===== config.mk =====
export PLATFORM = sky130hd
export DESIGN_NAME = pipelined_cache_ctrl
export DESIGN_NICKNAME = d
export VERILOG_FILES = /design/src/rtl/pipelined_cache_ctrl.sv
export SDC_FILE = /design/constraint.sdc
export NUM_CORES = 1
export LEC_CHECK = 0
export CORE_MARGIN = 2
export CORE_UTILIZATION = 59
export CTS_BUF_LIST = sky130_fd_sc_hd__clkbuf_8
export CTS_CLUSTER_DIAMETER = 80
export DETAILED_ROUTE_END_ITERATION = 7
export GPL_TIMING_DRIVEN = 0
export PLACE_DENSITY_LB_ADDON = 0.05
export SYNTH_ARGS = -nofsm -noshare
export SYNTH_HDL_FRONTEND = slang
export SYNTH_SLANG_ARGS = --single-unit

===== constraint.sdc =====
create_clock -name Clk -period 5 [get_ports Clk]
set_input_delay 1 -clock Clk [delete_from_list [all_inputs] [get_ports Clk]]
set_output_delay 1 -clock Clk [all_outputs]
set_load 0.01 [all_outputs]

===== src/rtl/pipelined_cache_ctrl.sv =====
// Direct-mapped cache controller sitting between one CPU memory port and a
// line-wide backing memory. Hits complete with zero wait states; misses
// optionally write back a dirty victim, then fill the line and replay the
// held request as a hit. WRITE_BACK=0 turns every write hit into a
// write-through of the whole line.
module pipelined_cache_ctrl #(
  parameter int WORD_SIZE      = 16,
  parameter int LINES          = 4,
  parameter int WORDS_PER_LINE = 4,
  parameter int WRITE_BACK     = 1
) (
  input  logic                                Clk,
  input  logic                                Reset,
  input  logic                                cpu_read,
  input  logic                                cpu_write,
  input  logic [WORD_SIZE-1:0]                cpu_address,
  input  logic [WORD_SIZE-1:0]                cpu_wdata,
  output logic [WORD_SIZE-1:0]                cpu_rdata,
  output logic                                cpu_busy,
  output logic                                mem_read,
  output logic                                mem_write,
  output logic [WORD_SIZE-1:0]                mem_address,
  output logic [WORD_SIZE*WORDS_PER_LINE-1:0] mem_wdata,
  input  logic [WORD_SIZE*WORDS_PER_LINE-1:0] mem_rdata,
  input  logic                                mem_ready,
  output logic [WORD_SIZE-1:0]                hit_count,
  output logic [WORD_SIZE-1:0]                miss_count
);

  localparam int OFF_W  = $clog2(WORDS_PER_LINE);
  localparam int IDX_W  = $clog2(LINES);
  localparam int TAG_W  = WORD_SIZE - OFF_W - IDX_W;
  localparam int LINE_W = WORD_SIZE * WORDS_PER_LINE;
  localparam bit WB_EN  = (WRITE_BACK != 0);

  localparam logic [1:0] S_IDLE      = 2'd0;
  localparam logic [1:0] S_WRITEBACK = 2'd1;
  localparam logic [1:0] S_FILL      = 2'd2;
  localparam logic [1:0] S_WT_WRITE  = 2'd3;

  // Control state (asynchronously reset)
  logic [1:0]           state_q, state_d;
  logic                 miss_pend_q, miss_pend_d;
  logic [LINES-1:0]     valid_q, valid_d;
  logic [LINES-1:0]     dirty_q, dirty_d;
  logic [TAG_W-1:0]     pend_tag_q, pend_tag_d;
  logic [IDX_W-1:0]     pend_idx_q, pend_idx_d;
  logic [WORD_SIZE-1:0] hit_count_q, hit_count_d;
  logic [WORD_SIZE-1:0] miss_count_q, miss_count_d;

  // Storage (no reset: only meaningful once the line is valid)
  logic [TAG_W-1:0]     tag_q  [LINES];
  logic [TAG_W-1:0]     tag_d  [LINES];
  logic [LINE_W-1:0]    data_q [LINES];
  logic [LINE_W-1:0]    data_d [LINES];

  // Request decode
  logic [TAG_W-1:0]     req_tag;
  logic [IDX_W-1:0]     req_idx;
  logic [OFF_W-1:0]     req_off;
  logic                 req_any;
  logic                 in_idle;
  logic                 hit;
  logic                 miss;
  logic                 fill_done;
  logic [LINE_W-1:0]    cur_line;

  assign req_tag   = cpu_address[WORD_SIZE-1 -: TAG_W];
  assign req_idx   = cpu_address[OFF_W +: IDX_W];
  assign req_off   = cpu_address[OFF_W-1:0];
  assign req_any   = cpu_read | cpu_write;
  assign in_idle   = (state_q == S_IDLE);
  assign hit       = in_idle && req_any && valid_q[req_idx] && (tag_q[req_idx] == req_tag);
  assign miss      = in_idle && req_any && !hit;
  assign fill_done = (state_q == S_FILL) && mem_ready;

  // Next-state logic for the FSM, line status bits and statistics
  always_comb begin
    state_d      = state_q;
    miss_pend_d  = miss_pend_q;
    valid_d      = valid_q;
    dirty_d      = dirty_q;
    pend_tag_d   = pend_tag_q;
    pend_idx_d   = pend_idx_q;
    hit_count_d  = hit_count_q;
    miss_count_d = miss_count_q;
    case (state_q)
      S_IDLE: begin
        if (hit) begin
          // The replay of a missed request is its completion, not a new hit.
          if (miss_pend_q) miss_pend_d = 1'b0;
          else             hit_count_d = hit_count_q + WORD_SIZE'(1);
          if (cpu_write) begin
            if (WB_EN) begin
              dirty_d[req_idx] = 1'b1;
            end else begin
              // Latch the line so the write-through survives the CPU moving on.
              state_d    = S_WT_WRITE;
              pend_tag_d = req_tag;
              pend_idx_d = req_idx;
            end
          end
        end else if (miss) begin
          miss_count_d = miss_count_q + WORD_SIZE'(1);
          miss_pend_d  = 1'b1;
          pend_tag_d   = req_tag;
          pend_idx_d   = req_idx;
          if (WB_EN && valid_q[req_idx] && dirty_q[req_idx]) state_d = S_WRITEBACK;
          else                                                state_d = S_FILL;
        end
      end
      S_WRITEBACK: begin
        if (mem_ready) begin
          dirty_d[pend_idx_q] = 1'b0;
          state_d             = S_FILL;
        end
      end
      S_FILL: begin
        if (mem_ready) begin
          valid_d[pend_idx_q] = 1'b1;
          dirty_d[pend_idx_q] = 1'b0;
          state_d             = S_IDLE;
        end
      end
      S_WT_WRITE: begin
        if (mem_ready) state_d = S_IDLE;
      end
      default: state_d = S_IDLE;
    endcase
  end

  // Control registers; reset abandons any transfer in flight
  always_ff @(posedge Clk or posedge Reset) begin
    if (Reset) begin
      state_q      <= S_IDLE;
      miss_pend_q  <= 1'b0;
      valid_q      <= '0;
      dirty_q      <= '0;
      pend_tag_q   <= '0;
      pend_idx_q   <= '0;
      hit_count_q  <= '0;
      miss_count_q <= '0;
    end else begin
      state_q      <= state_d;
      miss_pend_q  <= miss_pend_d;
      valid_q      <= valid_d;
      dirty_q      <= dirty_d;
      pend_tag_q   <= pend_tag_d;
      pend_idx_q   <= pend_idx_d;
      hit_count_q  <= hit_count_d;
      miss_count_q <= miss_count_d;
    end
  end

  // Next contents of tag and data arrays: store-word on write hit, full line on fill
  always_comb begin
    data_d = data_q;
    tag_d  = tag_q;
    if (hit && cpu_write) begin
      data_d[req_idx][int'(req_off)*WORD_SIZE +: WORD_SIZE] = cpu_wdata;
    end
    if (fill_done) begin
      data_d[pend_idx_q] = mem_rdata;
      tag_d[pend_idx_q]  = pend_tag_q;
    end
  end

  // Tag and data arrays
  always_ff @(posedge Clk) begin
    data_q <= data_d;
    tag_q  <= tag_d;
  end

  // Zero-wait load data straight out of the array on a read hit
  always_comb begin
    cur_line  = data_q[req_idx];
    cpu_rdata = '0;
    if (hit && !cpu_write) begin
      cpu_rdata = cur_line[int'(req_off)*WORD_SIZE +: WORD_SIZE];
    end
  end

  // Backing-memory request signals derived from the FSM state
  always_comb begin
    mem_read    = 1'b0;
    mem_write   = 1'b0;
    mem_address = '0;
    mem_wdata   = '0;
    case (state_q)
      S_WRITEBACK: begin
        mem_write   = 1'b1;
        mem_address = {tag_q[pend_idx_q], pend_idx_q, {OFF_W{1'b0}}};
        mem_wdata   = data_q[pend_idx_q];
      end
      S_FILL: begin
        mem_read    = 1'b1;
        mem_address = {pend_tag_q, pend_idx_q, {OFF_W{1'b0}}};
      end
      S_WT_WRITE: begin
        mem_write   = 1'b1;
        mem_address = {pend_tag_q, pend_idx_q, {OFF_W{1'b0}}};
        mem_wdata   = data_q[pend_idx_q];
      end
      default: ;
    endcase
  end

  assign cpu_busy   = !in_idle || (req_any && !hit);
  assign hit_count  = hit_count_q;
  assign miss_count = miss_count_q;

endmodule


==> tab_implementation.tex <==
\begin{tabular}{lr}
\hline
Metric & Value \\
\hline
\multicolumn{2}{l}{\textbf{Cells and area}} \\
Multi-input gate area & around 12,000 µm² \\
Fill cell total of the finished layout & roughly 2,700 \\
Post-route insts no fill & approximately 3,000 \\
P\&R area growth vs syn & 20.6\% \\
Fin nets & about 2,600 \\
Sequential cell area & 7990 µm² \\
Fraction of final layout cells sized beyond drive strength 1 & 14.1\% \\
\multicolumn{2}{l}{\textbf{STA}} \\
Max\_slew headroom & -2.59\% \\
Final setup skew & 0.0264 ns \\
Final setup violating endpoints & 0 \\
Maximum achievable frequency & 201 MHz \\
Slew at the pin closest to its max-slew limit & approximately 1.5 ns \\
Setup repair after global routing missed its margin & false \\
Share of the clock period used by the worst path & about 100\% \\
Hold violation total from the final report & 0 \\
Post-layout min period & 4.99 ns \\
Final max-slew violation count & 6 \\
Fin Setup TNS & 0 ns \\
\multicolumn{2}{l}{\textbf{Clock tree}} \\
Hold\_buf cts & 0 \\
Clock Sink Count & 361 \\
Clock tree from TritonCTS & done \\
Clock tree root buffer cell & sky130\_fd\_sc\_hd\_\_clkbuf\_8 \\
Maximum root-to-sink buffer count & 3 \\
Number of levels the H-tree was split into & 2 \\
CTS buffer count & 61 \\
Clock edge transition at the registers on the reported setup and hold paths & approximately 0.07 ns \\
Source-to-sink clock delay at the later pin of the worst-skew pair & approximately 0.70 ns \\
\multicolumn{2}{l}{\textbf{Critical path}} \\
Longest individual stage delay on the worst path & between 0.8 and 0.9 ns \\
Startpoint class of the critical path & primary input \\
Setup crit start & cpu\_address[2] \\
R2R Path Start & state\_q[0] \\
Data required time at the worst endpoint & roughly 4 ns \\
Critical path cell sequence & buf\_4 -> buf\_1 -> mux4\_2 -> mux4\_2 -> nor2b\_1 -> clkdlybuf4s50\_1 \\
R2R cell count & 11 \\
Setup slack of the worst register-to-register path & 0.86 ns \\
Critical Path Slowest Stage Cell & sky130\_fd\_sc\_hd\_\_buf\_1 \\
Category of the worst setup path capture point & output pin \\
Reg-to-reg endpoint & data\_q[44] \\
Type of the setup path with the least slack & primary input to output pin \\
Crit-path leading delay family & buffers and inverters \\
Data arrival at the endpoint of the critical path & roughly 4 ns \\
Largest fanout on the critical path & 10 \\
Cell seen most often among critical-path stages & sky130\_fd\_sc\_hd\_\_mux4\_2 \\
Worst path buffer plus inverter count & 3 \\
\multicolumn{2}{l}{\textbf{Worst hold path}} \\
Class of the most critical hold timing path & flip-flop to flip-flop \\
Origin of the worst min-delay path & hit\_count[15] \\
Number of instances on the worst hold path & 1 \\
Worst-case hold path end point & hit\_count[15] \\
\multicolumn{2}{l}{\textbf{Drt}} \\
Antenna-violating nets left & 0 \\
Final routed DRC violation total & 0 \\
Vias per inst & 6.83 \\
Detailed router's first-iteration violation count & between 3,000 and 4,000 \\
Vias post-DR & around 21,000 \\
Router iterations before antenna repair & 6 \\
Routed WL & slightly above 80 mm \\
Average wire per cell in the routed design & $\sim$27 µm \\
\multicolumn{2}{l}{\textbf{Status}} \\
Violated checks & max-capacitance violations, max-slew violations \\
Run status & finished, violations left \\
\multicolumn{2}{l}{\textbf{Logic synthesis}} \\
Most common cell in the synthesized netlist & sky130\_fd\_sc\_hd\_\_nand3\_1 \\
Number of warnings reported in the yosys synthesis log & 0 \\
Largest cells by area after synthesis & sky130\_fd\_sc\_hd\_\_dfxtp\_1 (24\%), sky130\_fd\_sc\_hd\_\_mux4\_2 (18\%), sky130\_fd\_sc\_hd\_\_nand3\_1 (13\%), sky130\_fd\_sc\_hd\_\_nand3b\_1 (9.2\%), sky130\_fd\_sc\_hd\_\_edfxtp\_1 (6.9\%) \\
Post-synthesis adder-cell area fraction & less than 1\% \\
Simple-Gate Fraction of Synth Area & 35.5\% \\
Multiplexer share of the synthesized area & 19.2\% \\
Proportion of register bits with asynchronous set or reset after synthesis & 15.8\% \\
Count of state elements after synthesis & 361 \\
Largest family of logic cells by synthesized area & simple AND/OR/NAND/NOR gates \\
Post-synthesis average cell area & roughly 9.6 µm² \\
Top cell type's share of synthesized area & around 24\% \\
Largest area contributor in the netlist & sky130\_fd\_sc\_hd\_\_dfxtp\_1 \\
Post-synth top cells & sky130\_fd\_sc\_hd\_\_nand3\_1 (545), sky130\_fd\_sc\_hd\_\_nand2\_1 (279), sky130\_fd\_sc\_hd\_\_nand3b\_1 (257), sky130\_fd\_sc\_hd\_\_dfxtp\_1 (256), sky130\_fd\_sc\_hd\_\_mux4\_2 (170) \\
Sequential element share of the synthesized area & 38.0\% \\
Xor/xnor share of the synthesized area & roughly 1.8\% \\
Cells after Synth & 2,186 \\
Flip-flop cell with the highest count after synthesis & sky130\_fd\_sc\_hd\_\_dfxtp\_1 \\
Netlist cell types & 44 \\
Number of enable flip-flop cells after synthesis & 48 \\
Area fraction in compound gates after synthesis & less than 1\% \\
Cell area after technology mapping & $\sim$21,000 µm² \\
\multicolumn{2}{l}{\textbf{Placed design}} \\
RePlAce Congestion & approximately 0.98 \\
Count of input and output buffers & around 230 \\
Post-detailed-placement half-perimeter wirelength & approximately 55 mm \\
Cell count after placement & roughly 2,900 \\
\multicolumn{2}{l}{\textbf{Floorplanning}} \\
\# rows & 69 \\
Die Ht & just under 200 µm \\
Starting utilization of the core area & 59.5\% \\
Area of the die & 37,200 µm² \\
Core box area & between 30,000 and 40,000 µm² \\
IO Pins & approximately 230 \\
Die outline width & between 150 and 200 µm \\
\multicolumn{2}{l}{\textbf{Power and ir drop}} \\
Power density over the cells & 519 nW/µm² \\
Maximum ir drop on the vdd rail & roughly 340 µV \\
Post-route total power & between 10,000 and 15,000 µW \\
Static Leakage & around 0.0096 µW \\
\multicolumn{2}{l}{\textbf{Global route}} \\
GRT overflow & 0 \\
Initial antenna violation count & 10 \\
Largest net degree at the start of global routing & 39 \\
Vias in the first global route & 19,300 \\
Wire length of the first global-routing pass & 118 mm \\
All-layer global routing usage & between 40\% and 50\% \\
\multicolumn{2}{l}{\textbf{Run}} \\
Maximum capacitance violations & 1 \\
\hline
\end{tabular}
-- cell families (layout without fill, tap and decap cells) --
logic type | Yosys count | in the layout
AOI/OAI and AO/OA | 22 | 22
xor gates and xnor gates | 42 | 42
adders and majority gates | 12 | 12
buffers and inverters | 210 | 550
DFF | 361 | 361
muxes | 188 | 188
other | 1 | 15
and+or+nand+nor | 1350 | 1350
-- worst register-to-register path, delay by kind of cell (launching register included) --
| family | cells | cell delay [ns] |
|---|---|---|
| flip-flops | 1 | 0.42 |
| AND/OR/NAND/NOR | 5 | 1.71 |
| buffers and inverters | 4 | 1.37 |
| adder cells (fa/ha/maj) | 1 | 0.28 |
| AO/OA/AOI/OAI | 1 | 0.26 |
-- report_power, final --
| group | internal, µW | total, µW | switching [µW] | leakage (µW) |
|---|---|---|---|---|
| clock network | 1480 | 2810 | 1330 | 0.000702 |
| registers | 4160 | 5000 | 843 | 0.00330 |
| logic | 2460 | 5360 | 2890 | 0.00562 |
| total | 8100 | 13200 | 5060 | 0.00963 |
-- sequential cells by signal, summed over array words and instances (netlist names) --
signal       cells
data_q         256
dirty_q          4
hit_count       16
miss_count      16
miss_pend_q      1
pend_idx_q       2
pend_tag_q      12
state_q          2
tag_q           48
valid_q          4
-- area by class of cell --
class | count | share of cell area, %
Tap cell | 461 | 2.27
Timing Repair Buffer | 230 | 9.09
Antenna cell | 13 | 0.128
Clock inverter | 37 | 0.967
Sequential cell | 361 | 31.5
Multi-Input combinational cell | 1616 | 48.5
Inverter | 10 | 0.148
Clock buffer | 73 | 3.96
Buffer | 200 | 3.37
-- cell usage in the layout (no fill, tap or decap), types with 11 or more instances in the layout --
cell type                         count
sky130_fd_sc_hd__nand3_1            544
sky130_fd_sc_hd__nor2_1              41
sky130_fd_sc_hd__clkbuf_8            73
sky130_fd_sc_hd__buf_2               29
sky130_fd_sc_hd__edfxtp_1            48
sky130_fd_sc_hd__xnor2_1             18
sky130_fd_sc_hd__clkinv_2            15
sky130_fd_sc_hd__a22oi_1             12
sky130_fd_sc_hd__nand2_1            279
sky130_fd_sc_hd__mux4_2             170
sky130_fd_sc_hd__diode_2             13
sky130_fd_sc_hd__dfxtp_1            256
sky130_fd_sc_hd__clkbuf_1           130
sky130_fd_sc_hd__nor4_1              11
sky130_fd_sc_hd__nor3_1              12
sky130_fd_sc_hd__buf_1               21
sky130_fd_sc_hd__dfrtp_1             57
sky130_fd_sc_hd__nand3b_1           257
sky130_fd_sc_hd__inv_1               20
sky130_fd_sc_hd__nor2b_1             21
sky130_fd_sc_hd__clkdlybuf4s50_1    226
sky130_fd_sc_hd__ha_1                12
sky130_fd_sc_hd__and2_1             133
sky130_fd_sc_hd__xor2_1              14
-- routing by layer --
layer / global-route usage [%] / wire [µm] / vias to the layer above
li1: - / - / 8580
met1: 54.8 / 28200 / 9799
met2: 63.6 / 35700 / 1760
met3: 14.9 / 12700 / 366
met4: 27.5 / 4850 / 0
met5: 0 / 0 / -
-- repair_timing --
item | in CTS | in global routing
gates resized for setup | 19 | 23
cloned | 0 | 0
pin swaps | 3 | 0
setup endpoints to repair | 45 | 41
buffers inserted | 3 | 0
-- how the worst max path moves through the flow --
stage	end	slack, ns	cells past startpoint
floorplan	cpu_rdata[10]	0.71	8
global placement	cpu_rdata[13]	-0.60	9
detailed placement	cpu_rdata[9]	-0.64	9
CTS	cpu_busy	0.04	9
global route	cpu_rdata[12]	0.005	6
finish	cpu_rdata[12]	0.01	6
-- per-stage QoR --
stage          hold slack (ns)  setup WS [ns]  instance area, µm²  util, %
2_1_floorplan            0.429          0.712               21000        -
3_3_place_gp             0.445         -0.603               23900     67.6
3_5_place_dp             0.459         -0.643               23900     67.6
4_1_cts                  0.474         0.0400               25200     71.4
5_1_grt                  0.497        0.00535               25300     71.7
6_report                 0.467         0.0130               25400     71.8
(Power assumes the default switching activity.)
